===== src/rtl/mips_ctrl_pkg.sv =====
// Shared encodings for the multicycle MIPS main control FSM and its ALU_Control peer.
// Holds opcodes, ALU operation codes, state encodings, mux selects and the control word.
package mips_ctrl_pkg;

    localparam logic [5:0] OP_RTYPE = 6'b000000;
    localparam logic [5:0] OP_ADDI  = 6'b001000;
    localparam logic [5:0] OP_ORI   = 6'b001101;
    localparam logic [5:0] OP_LW    = 6'b100011;
    localparam logic [5:0] OP_SW    = 6'b101011;
    localparam logic [5:0] OP_BEQ   = 6'b000100;
    localparam logic [5:0] OP_J     = 6'b000010;

    // ALU_Control decodes these; SUB must stay 010 on both sides.
    localparam logic [2:0] ALU_OP_RTYPE = 3'b111;
    localparam logic [2:0] ALU_OP_ADD   = 3'b100;
    localparam logic [2:0] ALU_OP_OR    = 3'b001;
    localparam logic [2:0] ALU_OP_SUB   = 3'b010;

    localparam logic [1:0] SRC_B_REG     = 2'b00;
    localparam logic [1:0] SRC_B_FOUR    = 2'b01;
    localparam logic [1:0] SRC_B_IMM     = 2'b10;
    localparam logic [1:0] SRC_B_IMM_SH2 = 2'b11;

    localparam logic [1:0] PC_SRC_ALU    = 2'b00;
    localparam logic [1:0] PC_SRC_ALUOUT = 2'b01;
    localparam logic [1:0] PC_SRC_JUMP   = 2'b10;

    typedef enum logic [3:0] {
        ST_FETCH    = 4'd0,
        ST_DECODE   = 4'd1,
        ST_MEM_ADDR = 4'd2,
        ST_MEM_RD   = 4'd3,
        ST_MEM_WB   = 4'd4,
        ST_MEM_WR   = 4'd5,
        ST_EXEC_R   = 4'd6,
        ST_R_WB     = 4'd7,
        ST_EXEC_I   = 4'd8,
        ST_I_WB     = 4'd9,
        ST_BRANCH   = 4'd10,
        ST_JUMP     = 4'd11,
        ST_ILLEGAL  = 4'd12
    } state_t;

    typedef struct packed {
        logic       pc_write;
        logic       pc_write_cond;
        logic [1:0] pc_source;
        logic       i_or_d;
        logic       mem_read;
        logic       mem_write;
        logic       ir_write;
        logic       reg_write;
        logic       reg_dst;
        logic       mem_to_reg;
        logic       alu_src_a;
        logic [1:0] alu_src_b;
        logic       ext_zero;
        logic [2:0] alu_op;
        logic       instr_done;
        logic       illegal;
    } ctrl_word_t;

    // Dispatch target out of DECODE; unknown opcodes fall into the trap state.
    function automatic state_t decode_target(input logic [5:0] op);
        state_t tgt;
        case (op)
            OP_RTYPE:      tgt = ST_EXEC_R;
            OP_ADDI:       tgt = ST_EXEC_I;
            OP_ORI:        tgt = ST_EXEC_I;
            OP_LW, OP_SW:  tgt = ST_MEM_ADDR;
            OP_BEQ:        tgt = ST_BRANCH;
            OP_J:          tgt = ST_JUMP;
            default:       tgt = ST_ILLEGAL;
        endcase
        return tgt;
    endfunction

endpackage


===== src/rtl/mips_multicycle_ctrl_if.sv =====
// Control bus between the main FSM (master) and the multicycle datapath (slave).
interface mips_multicycle_ctrl_if;
    logic [5:0] opcode_i;
    logic       mem_ready_i;
    logic       pc_write_o;
    logic       pc_write_cond_o;
    logic [1:0] pc_source_o;
    logic       i_or_d_o;
    logic       mem_read_o;
    logic       mem_write_o;
    logic       ir_write_o;
    logic       reg_write_o;
    logic       reg_dst_o;
    logic       mem_to_reg_o;
    logic       alu_src_a_o;
    logic [1:0] alu_src_b_o;
    logic       ext_zero_o;
    logic [2:0] alu_op_o;
    logic       instr_done_o;
    logic       illegal_o;
    logic [3:0] state_o;

    modport master (
        input  opcode_i, mem_ready_i,
        output pc_write_o, pc_write_cond_o, pc_source_o, i_or_d_o, mem_read_o,
               mem_write_o, ir_write_o, reg_write_o, reg_dst_o, mem_to_reg_o,
               alu_src_a_o, alu_src_b_o, ext_zero_o, alu_op_o, instr_done_o,
               illegal_o, state_o
    );

    modport slave (
        output opcode_i, mem_ready_i,
        input  pc_write_o, pc_write_cond_o, pc_source_o, i_or_d_o, mem_read_o,
               mem_write_o, ir_write_o, reg_write_o, reg_dst_o, mem_to_reg_o,
               alu_src_a_o, alu_src_b_o, ext_zero_o, alu_op_o, instr_done_o,
               illegal_o, state_o
    );
endinterface


===== src/rtl/mips_ctrl_out_decode.sv =====
// Moore control-word decoder: state (plus opcode in EXEC_I, ready in the memory
// states) to every datapath select and enable.
module mips_ctrl_out_decode
    import mips_ctrl_pkg::*;
(
    input  state_t     state,
    input  logic [5:0] opcode,
    input  logic       ready,
    output ctrl_word_t ctrl
);

    always_comb begin
        ctrl        = '0;
        ctrl.alu_op = ALU_OP_ADD;
        case (state)
            ST_FETCH: begin
                // PC+4 is computed every fetch cycle but only committed on ready.
                ctrl.mem_read  = 1'b1;
                ctrl.alu_src_b = SRC_B_FOUR;
                ctrl.pc_source = PC_SRC_ALU;
                ctrl.ir_write  = ready;
                ctrl.pc_write  = ready;
            end
            ST_DECODE: begin
                ctrl.alu_src_b = SRC_B_IMM_SH2;
            end
            ST_MEM_ADDR: begin
                ctrl.alu_src_a = 1'b1;
                ctrl.alu_src_b = SRC_B_IMM;
            end
            ST_MEM_RD: begin
                ctrl.i_or_d   = 1'b1;
                ctrl.mem_read = 1'b1;
            end
            ST_MEM_WB: begin
                ctrl.reg_write  = 1'b1;
                ctrl.mem_to_reg = 1'b1;
                ctrl.instr_done = 1'b1;
            end
            ST_MEM_WR: begin
                ctrl.i_or_d     = 1'b1;
                ctrl.mem_write  = 1'b1;
                ctrl.instr_done = ready;
            end
            ST_EXEC_R: begin
                ctrl.alu_src_a = 1'b1;
                ctrl.alu_src_b = SRC_B_REG;
                ctrl.alu_op    = ALU_OP_RTYPE;
            end
            ST_R_WB: begin
                ctrl.reg_write  = 1'b1;
                ctrl.reg_dst    = 1'b1;
                ctrl.instr_done = 1'b1;
            end
            ST_EXEC_I: begin
                ctrl.alu_src_a = 1'b1;
                ctrl.alu_src_b = SRC_B_IMM;
                if (opcode == OP_ORI) begin
                    ctrl.alu_op   = ALU_OP_OR;
                    ctrl.ext_zero = 1'b1;
                end
            end
            ST_I_WB: begin
                ctrl.reg_write  = 1'b1;
                ctrl.instr_done = 1'b1;
            end
            ST_BRANCH: begin
                ctrl.alu_src_a     = 1'b1;
                ctrl.alu_src_b     = SRC_B_REG;
                ctrl.alu_op        = ALU_OP_SUB;
                ctrl.pc_write_cond = 1'b1;
                ctrl.pc_source     = PC_SRC_ALUOUT;
                ctrl.instr_done    = 1'b1;
            end
            ST_JUMP: begin
                ctrl.pc_write   = 1'b1;
                ctrl.pc_source  = PC_SRC_JUMP;
                ctrl.instr_done = 1'b1;
            end
            ST_ILLEGAL: begin
                ctrl.illegal = 1'b1;
            end
            default: begin
            end
        endcase
    end

endmodule


===== src/rtl/mips_multicycle_ctrl.sv =====
// Main control FSM for the multicycle MIPS datapath: state register, next-state
// logic and reset gating of every write/strobe output.
module mips_multicycle_ctrl
    import mips_ctrl_pkg::*;
#(
    parameter bit MEM_WAIT_EN = 1'b1
) (
    input  logic                   clk,
    input  logic                   reset,
    mips_multicycle_ctrl_if.master bus
);

    state_t     state_reg;
    state_t     state_next;
    ctrl_word_t ctrl;
    logic       ready;

    assign ready = MEM_WAIT_EN ? bus.mem_ready_i : 1'b1;

    always_ff @(posedge clk or negedge reset) begin
        if (!reset) begin
            state_reg <= ST_FETCH;
        end else begin
            state_reg <= state_next;
        end
    end

    always_comb begin
        state_next = state_reg;
        case (state_reg)
            ST_FETCH:    state_next = ready ? ST_DECODE : ST_FETCH;
            ST_DECODE:   state_next = decode_target(bus.opcode_i);
            ST_MEM_ADDR: begin
                if (bus.opcode_i == OP_LW) begin
                    state_next = ST_MEM_RD;
                end else if (bus.opcode_i == OP_SW) begin
                    state_next = ST_MEM_WR;
                end else begin
                    state_next = ST_ILLEGAL;
                end
            end
            ST_MEM_RD:   state_next = ready ? ST_MEM_WB : ST_MEM_RD;
            ST_MEM_WB:   state_next = ST_FETCH;
            ST_MEM_WR:   state_next = ready ? ST_FETCH : ST_MEM_WR;
            ST_EXEC_R:   state_next = ST_R_WB;
            ST_R_WB:     state_next = ST_FETCH;
            ST_EXEC_I:   state_next = ST_I_WB;
            ST_I_WB:     state_next = ST_FETCH;
            ST_BRANCH:   state_next = ST_FETCH;
            ST_JUMP:     state_next = ST_FETCH;
            ST_ILLEGAL:  state_next = ST_ILLEGAL;
            default:     state_next = ST_ILLEGAL;
        endcase
    end

    mips_ctrl_out_decode u_out_decode (
        .state  (state_reg),
        .opcode (bus.opcode_i),
        .ready  (ready),
        .ctrl   (ctrl)
    );

    // Strobes are cut combinationally by reset so nothing writes while it is held.
    logic [5:0] strobe_raw;
    logic [5:0] strobe_gated;

    assign strobe_raw = {ctrl.pc_write, ctrl.pc_write_cond, ctrl.ir_write,
                         ctrl.reg_write, ctrl.mem_write, ctrl.mem_read};

    generate
        for (genvar gi = 0; gi < 6; gi++) begin : g_strobe_gate
            assign strobe_gated[gi] = strobe_raw[gi] & reset;
        end
    endgenerate

    assign bus.pc_write_o      = strobe_gated[5];
    assign bus.pc_write_cond_o = strobe_gated[4];
    assign bus.ir_write_o      = strobe_gated[3];
    assign bus.reg_write_o     = strobe_gated[2];
    assign bus.mem_write_o     = strobe_gated[1];
    assign bus.mem_read_o      = strobe_gated[0];

    assign bus.pc_source_o  = ctrl.pc_source;
    assign bus.i_or_d_o     = ctrl.i_or_d;
    assign bus.reg_dst_o    = ctrl.reg_dst;
    assign bus.mem_to_reg_o = ctrl.mem_to_reg;
    assign bus.alu_src_a_o  = ctrl.alu_src_a;
    assign bus.alu_src_b_o  = ctrl.alu_src_b;
    assign bus.ext_zero_o   = ctrl.ext_zero;
    assign bus.alu_op_o     = ctrl.alu_op;
    assign bus.instr_done_o = ctrl.instr_done;
    assign bus.illegal_o    = ctrl.illegal;
    assign bus.state_o      = state_reg;

endmodule


===== src/flat_wrapper.sv =====
// flat-port wrapper written by rule: the top's interface ports become plain ports
module mips_multicycle_ctrl_flat import mips_ctrl_pkg::*;
#(
    parameter bit MEM_WAIT_EN = 1'b1
)
  (clk, reset, bus_opcode_i, bus_mem_ready_i, bus_pc_write_o, bus_pc_write_cond_o, bus_pc_source_o, bus_i_or_d_o, bus_mem_read_o, bus_mem_write_o, bus_ir_write_o, bus_reg_write_o, bus_reg_dst_o, bus_mem_to_reg_o, bus_alu_src_a_o, bus_alu_src_b_o, bus_ext_zero_o, bus_alu_op_o, bus_instr_done_o, bus_illegal_o, bus_state_o);
  mips_multicycle_ctrl_if bus_i ();
  input  logic clk;
  input  logic reset;
  input wire logic [$bits(bus_i.opcode_i)-1:0] bus_opcode_i;
  input wire logic [$bits(bus_i.mem_ready_i)-1:0] bus_mem_ready_i;
  output wire logic [$bits(bus_i.pc_write_o)-1:0] bus_pc_write_o;
  output wire logic [$bits(bus_i.pc_write_cond_o)-1:0] bus_pc_write_cond_o;
  output wire logic [$bits(bus_i.pc_source_o)-1:0] bus_pc_source_o;
  output wire logic [$bits(bus_i.i_or_d_o)-1:0] bus_i_or_d_o;
  output wire logic [$bits(bus_i.mem_read_o)-1:0] bus_mem_read_o;
  output wire logic [$bits(bus_i.mem_write_o)-1:0] bus_mem_write_o;
  output wire logic [$bits(bus_i.ir_write_o)-1:0] bus_ir_write_o;
  output wire logic [$bits(bus_i.reg_write_o)-1:0] bus_reg_write_o;
  output wire logic [$bits(bus_i.reg_dst_o)-1:0] bus_reg_dst_o;
  output wire logic [$bits(bus_i.mem_to_reg_o)-1:0] bus_mem_to_reg_o;
  output wire logic [$bits(bus_i.alu_src_a_o)-1:0] bus_alu_src_a_o;
  output wire logic [$bits(bus_i.alu_src_b_o)-1:0] bus_alu_src_b_o;
  output wire logic [$bits(bus_i.ext_zero_o)-1:0] bus_ext_zero_o;
  output wire logic [$bits(bus_i.alu_op_o)-1:0] bus_alu_op_o;
  output wire logic [$bits(bus_i.instr_done_o)-1:0] bus_instr_done_o;
  output wire logic [$bits(bus_i.illegal_o)-1:0] bus_illegal_o;
  output wire logic [$bits(bus_i.state_o)-1:0] bus_state_o;
  assign bus_i.opcode_i = bus_opcode_i;
  assign bus_i.mem_ready_i = bus_mem_ready_i;
  assign bus_pc_write_o = bus_i.pc_write_o;
  assign bus_pc_write_cond_o = bus_i.pc_write_cond_o;
  assign bus_pc_source_o = bus_i.pc_source_o;
  assign bus_i_or_d_o = bus_i.i_or_d_o;
  assign bus_mem_read_o = bus_i.mem_read_o;
  assign bus_mem_write_o = bus_i.mem_write_o;
  assign bus_ir_write_o = bus_i.ir_write_o;
  assign bus_reg_write_o = bus_i.reg_write_o;
  assign bus_reg_dst_o = bus_i.reg_dst_o;
  assign bus_mem_to_reg_o = bus_i.mem_to_reg_o;
  assign bus_alu_src_a_o = bus_i.alu_src_a_o;
  assign bus_alu_src_b_o = bus_i.alu_src_b_o;
  assign bus_ext_zero_o = bus_i.ext_zero_o;
  assign bus_alu_op_o = bus_i.alu_op_o;
  assign bus_instr_done_o = bus_i.instr_done_o;
  assign bus_illegal_o = bus_i.illegal_o;
  assign bus_state_o = bus_i.state_o;
  mips_multicycle_ctrl #(.MEM_WAIT_EN(MEM_WAIT_EN)) u_core (.clk(clk), .reset(reset), .bus(bus_i));
endmodule

===== config.mk =====
export PLATFORM = sky130hd
export DESIGN_NAME = mips_multicycle_ctrl_flat
export DESIGN_NICKNAME = d
export VERILOG_FILES = /design/src/rtl/mips_ctrl_pkg.sv /design/src/rtl/mips_multicycle_ctrl_if.sv /design/src/rtl/mips_ctrl_out_decode.sv /design/src/rtl/mips_multicycle_ctrl.sv /design/src/flat_wrapper.sv
export SDC_FILE = /design/constraint.sdc
export NUM_CORES = 1
export LEC_CHECK = 0
export BUFFER_PORTS_ARGS = -buffer_cell sky130_fd_sc_hd__buf_4
export CORE_MARGIN = 2
export CORE_UTILIZATION = 48
export DETAILED_ROUTE_END_ITERATION = 12
export GPL_ROUTABILITY_DRIVEN = 0
export PLACE_DENSITY_LB_ADDON = 0.25
export RECOVER_POWER = 50
export SYNTH_ARGS = -nofsm -noshare
export SYNTH_HDL_FRONTEND = slang
export SYNTH_SLANG_ARGS = --single-unit

===== constraint.sdc =====
create_clock -name clk -period 6.98 [get_ports clk]
set_input_delay 2.094 -clock clk [delete_from_list [all_inputs] [get_ports clk]]
set_output_delay 2.094 -clock clk [all_outputs]
set_load 0.01 [all_outputs]

== Yosys cells after proc, flatten, opt, wreduce, memory -nomap -nowiden ==
Index checks and enable logic that the tools add are counted.

* $add $sub $neg: 0
* Multipliers: 0
* Div/mod/pow operators: 0
* Magnitude comparators: 0
* Equal/unequal tests: 18
* Shifts and indexed selects: 0
* Muxes and demuxes: 24
* Bitwise operators: 6
* Reduce and logical (&&, ||, !) cells: 10

{| class="wikitable"
|+ Operators with widths
! cell !! count
|-
| $pmux 4 s8 || 1
|-
| $eq 4x4->1 const B || 5
|-
| $pmux 4 s5 || 1
|-
| $eq 4x3->1 const B || 4
|-
| $eq 6x4->1 const B || 2
|-
| $eq 6x6->1 const B || 2
|-
| $mux 1 || 12
|-
| $mux 4 || 3
|-
| $reduce_or 2->1 || 5
|-
| $pmux 3 s3 || 1
|-
| $eq 4x2->1 const B || 2
|-
| $and 1x1->1 || 6
|-
| $eq 6x2->1 const B || 1
|-
| $eq 6x3->1 const B || 1
|-
| $logic_not 6->1 || 1
|-
| $mux 3 || 2
|-
| $pmux 2 s3 || 1
|-
| $reduce_or 5->1 || 1
|-
| $eq 4x1->1 const B || 1
|-
| $logic_not 4->1 || 1
|-
| $pmux 1 s2 || 2
|-
| $pmux 2 s2 || 1
|-
| $reduce_or 4->1 || 1
|-
| $reduce_or 3->1 || 1
|}

* Flip-flop bits (word level): 4
* Bits in latches: 0
* Memory bits (writable): 0
* Memory bits (read-only): 0
* Logic and storage cells: 59
* Memories: 0

== Depth between registers and ports, before layout ==
* Depth after elaboration: 4
* Depth in mapped cells: 5

== Cells and area by module ==
A second synthesis with hierarchy kept.

* Cell total of the unflattened synthesis: 99
* Area, all modules: 725.7 µm²

{| class="wikitable"
|+ By module, submodules not included
! module !! instances !! cells an instance !! area an instance (µm²) !! sequential area each (µm²)
|-
| mips_multicycle_ctrl || 1 || 55 || 431.7 || 100.1
|-
| mips_ctrl_out_decode || 1 || 44 || 294.0 || 0.0
|}

== Worst setup path after synthesis ==
OpenSTA, ideal clock, no wires.

* Path kind: input to output
* Start: in bus_opcode_i[1]
* End: out bus_ext_zero_o
* Arrival: 3.253 ns
* Data required time: 4.886 ns
* Slack: 1.633 ns
* Stages: 3
* Path through: or3b_1 > or4_1 > nor3_1

* Word-level cells in the longest chain between the ends: 3

{| class="wikitable"
|+ RTL lines
! item !! line !! text
|-
| start: declaration || flat_wrapper.sv:10 || <nowiki>input wire logic [$bits(bus_i.opcode_i)-1:0] bus_opcode_i;</nowiki>
|-
| $eq 6x4->1 || mips_ctrl_out_decode.sv:58 || <nowiki>if (opcode == OP_ORI) begin</nowiki>
|-
| $mux 4 || mips_ctrl_out_decode.sv:58 ||
|-
| $mux 1 || mips_ctrl_out_decode.sv:15 || <nowiki>case (state)</nowiki>
|-
| end: declaration || flat_wrapper.sv:24 || <nowiki>output wire logic [$bits(bus_i.ext_zero_o)-1:0] bus_ext_zero_o;</nowiki>
|}

No other way between the ends.

== Worst setup path after layout ==
* Start: in bus_opcode_i[2]
* End: out bus_alu_op_o[0]

* Word-level cells in the longest chain between the ends: 3

{| class="wikitable"
|+ RTL lines
! item !! line !! text
|-
| $eq 6x4->1 || mips_ctrl_out_decode.sv:58 ||
|-
| $mux 4 || mips_ctrl_out_decode.sv:58 ||
|-
| $pmux 3 s3 || mips_ctrl_out_decode.sv:15 ||
|-
| end: declaration || flat_wrapper.sv:25 || <nowiki>output wire logic [$bits(bus_i.alu_op_o)-1:0] bus_alu_op_o;</nowiki>
|}

No other way between the ends.

==> impl_metrics.yaml <==
sta:
  slew_headroom: 0.491
  finalSetupViolCount: 0
  rsz0062_at_grt: "false"
  finalHoldViolCount: 0
  fin_ws_ns: 1.30
  max_slew.worst_pin.slew_ns: 0.764
  fin_crit_ns: 5.68
  finalCritPeriodShare: 0.814
  clock_skew_ns: 0.00339
  clock.fmax_mhz: 176
  setup_tns_ns: 0
  report.final.slew_viol_count: 0
power:
  switchingPower_uw: 38.3
  p_sw_frac: 0.388
  p_comb_frac: 0.389
  peakVddDrop_mv: 0.124
  intPower_uw: 60.5
  seqPwrFrac: 0.323
  pwr_density_cell_nw_per_um2: 114
  pwr-share-clk: 0.289
  p_leak_nw: 0.373
worst_setup_path:
  worstPathArrival_ns: 3.59
  r2r-start: "u_core.bus.state_o[1]"
  critPathRequiredTime_ns: 4.89
  worstSetupPathType: "input port to output pin"
  path_max_fanout: 5
  worstSetupStartpoint: "bus_opcode_i[2]"
  critPathLaunchType: "input port"
  crit_path_end_kind: "output pin"
cts:
  cts_buffers: 3
  htree_levels: 1
  cts_sinks: 4
  cts_root_buf: "clkbuf_4"
  postCtsSetupBuffers: 0
  cts_resized: 0
  clkLatencyLatePin_ns: 0.24
  clk_pin_slew_ns: 0.04
  hold_buffers: 0
  tritoncts: "built"
  clockBufferDepth: 2
synth:
  synthArstFlopShare: 1.00
  ys_seq_area_frac: 0.154
  synth_seq_cells: 4
  synthCells: 102
  synth_area_per_cell_sq_um: 6.38
  synthFlopType: "dfrtp_1"
  synth_top_area_cell: "dfrtp_1"
  synth_cell_types: 32
  syn_area_sq_um: 651
  synth.area.top_cells: "dfrtp_1 15%, nor2_1 8.7%, nor3_1 6.2%"
  synth_nets: 111
  yosysWarnings: 0
  yosysMostFrequentCell: "nor2_1"
  synth_edf_count: 0
  yosysTopAreaCellShare: 0.154
  yosys-top-cells-count: "15 x nor2_1, 10 x nand2_1, 8 x nor3_1"
die:
  die_w_um: 40.8
  pin_count: 33
  initial_utilization: 0.506
  die_h_um: 40.8
  core_area_sq_um: 1280
  rows: 13
  dieArea_sq_um: 1670
global_routing:
  grt_usage: 0.271
  gr-total-overflow: 0
  grt_max_degree: 28
  grt_pass1_vias: 696
  antenna_found_initial: 0
  grt_first_pass_wirelength_um: 3010
route:
  wl_per_cell_um: 13.9
  drtIter0Drc: 34
  ant_nets: 0
  wl_um: 2030
  vias: 883
  drc: 0
  first_pass_iters: 4
  viasPerCell: 6.05
place:
  dp_slack_ns: 1.33
  io_buffers: 32
  dp_hpwl_um: 1520
finish:
  drive_gt1_frac: 0.191
  diodes: 0
  area_growth_pct: 33.5
  num-nets-final: 142
  largest_reg_flops: 4
run_status:
  status: "finished, final reports clean"
hold_path:
  hold_path_class: "flip-flop to flip-flop"
  min_from: "u_core.bus.state_o[2]"
run:
  max_cap_violations: 0
-- cells in the final DEF, fill, tap and decap left out --
master	n
nor2b_1	6
or4_1	1
nand2_1	10
mux2_2	1
and2b_1	1
nor2_1	15
nor4b_1	1
o21a_1	1
nor3_1	8
xor2_1	2
o2111ai_1	1
buf_4	21
o32a_1	2
nand3_1	2
clkbuf_1	11
nor4_1	1
and3_1	4
and2_1	2
o22ai_1	1
nor3b_1	1
or3b_1	2
o21ai_0	6
a31oi_1	2
dfrtp_1	4
clkbuf_4	3
nand2b_1	6
a211oi_1	2
o311a_1	1
o21ai_1	1
o211ai_1	3
inv_1	2
a41oi_1	1
a21oi_1	5
o221ai_1	1
-- worst max-delay path: stages --
cell and delay (ns):
clkbuf_1 0.17, or3b_1 0.41, or4_1 0.53, o21ai_1 0.14, and2b_1 0.14, buf_4 0.11
-- per-layer routing --
| layer | vias up | GRT usage | part of all wire |
|---|---|---|---|
| li1 | 434 | - | - |
| met1 | 401 | 0.321 | 0.44 |
| met2 | 46 | 0.504 | 0.48 |
| met3 | 2 | 0.0652 | 0.066 |
| met4 | 0 | 0.0167 | 0.0094 |
| met5 | - | 0 | 0 |
-- power groups by stage --
| stage | logic [mW] | registers (mW) | clock network (mW) |
|---|---|---|---|
| floorplan | 0.0258 | 0.0275 | 0 |
| global placement | 0.0397 | 0.0320 | 0 |
| detailed placement | 0.0408 | 0.0319 | 0 |
| CTS | 0.0410 | 0.0317 | 0.0298 |
| global route | 0.0419 | 0.0325 | 0.0312 |
| finish | 0.0384 | 0.0319 | 0.0285 |
-- kinds of logic (layout without fill, tap and decap cells) --
kind of cell / after synthesis / count (layout) / share of synthesized area
compound gates: 27 / 27 / 0.277
xor+xnor: 2 / 2 / 0.0269
buf+inv: 8 / 37 / 0.0462
flops: 4 / 4 / 0.154
mux: 1 / 1 / 0.0173
simple gates: 60 / 60 / 0.479
-- per-stage QoR --
step	power, mW	instance area, sq um	utilization	hold WS (ns)	instances
3_5_place_dp	0.0727	887	0.690	0.888	143
5_1_grt	0.106	868	0.676	0.949	146
3_3_place_gp	0.0717	887	0.690	0.888	143
6_report	0.0988	868	0.676	0.914	146
4_1_cts	0.103	910	0.708	0.904	146
2_1_floorplan	0.0532	651	-	0.699	102
-- layout make-up --
cell class                 instances  area, sq um
sequential                         4          100
fill                             136          417
timing repair buffer              32          199
multi-input combinational         90          520
clock buffer                       3         22.5
tap                               15         18.8
inverter                           2         7.51
-- worst paths after layout --
kind	endpoint	slack, ns	depth (start not counted)
worst max-delay path	bus_alu_op_o[0]	1.30	6
worst min-delay path	u_core.bus.state_o[3]	0.91	2
worst max register to register	u_core.bus.state_o[1]	5.28	4
worst min register to register	u_core.bus.state_o[3]	0.91	2
max in group asynchronous	u_core.bus.state_o[3]	4.95	1
min in group asynchronous	u_core.bus.state_o[2]	1.75	1
No activity file was read; power rests on OpenSTA's default activity.
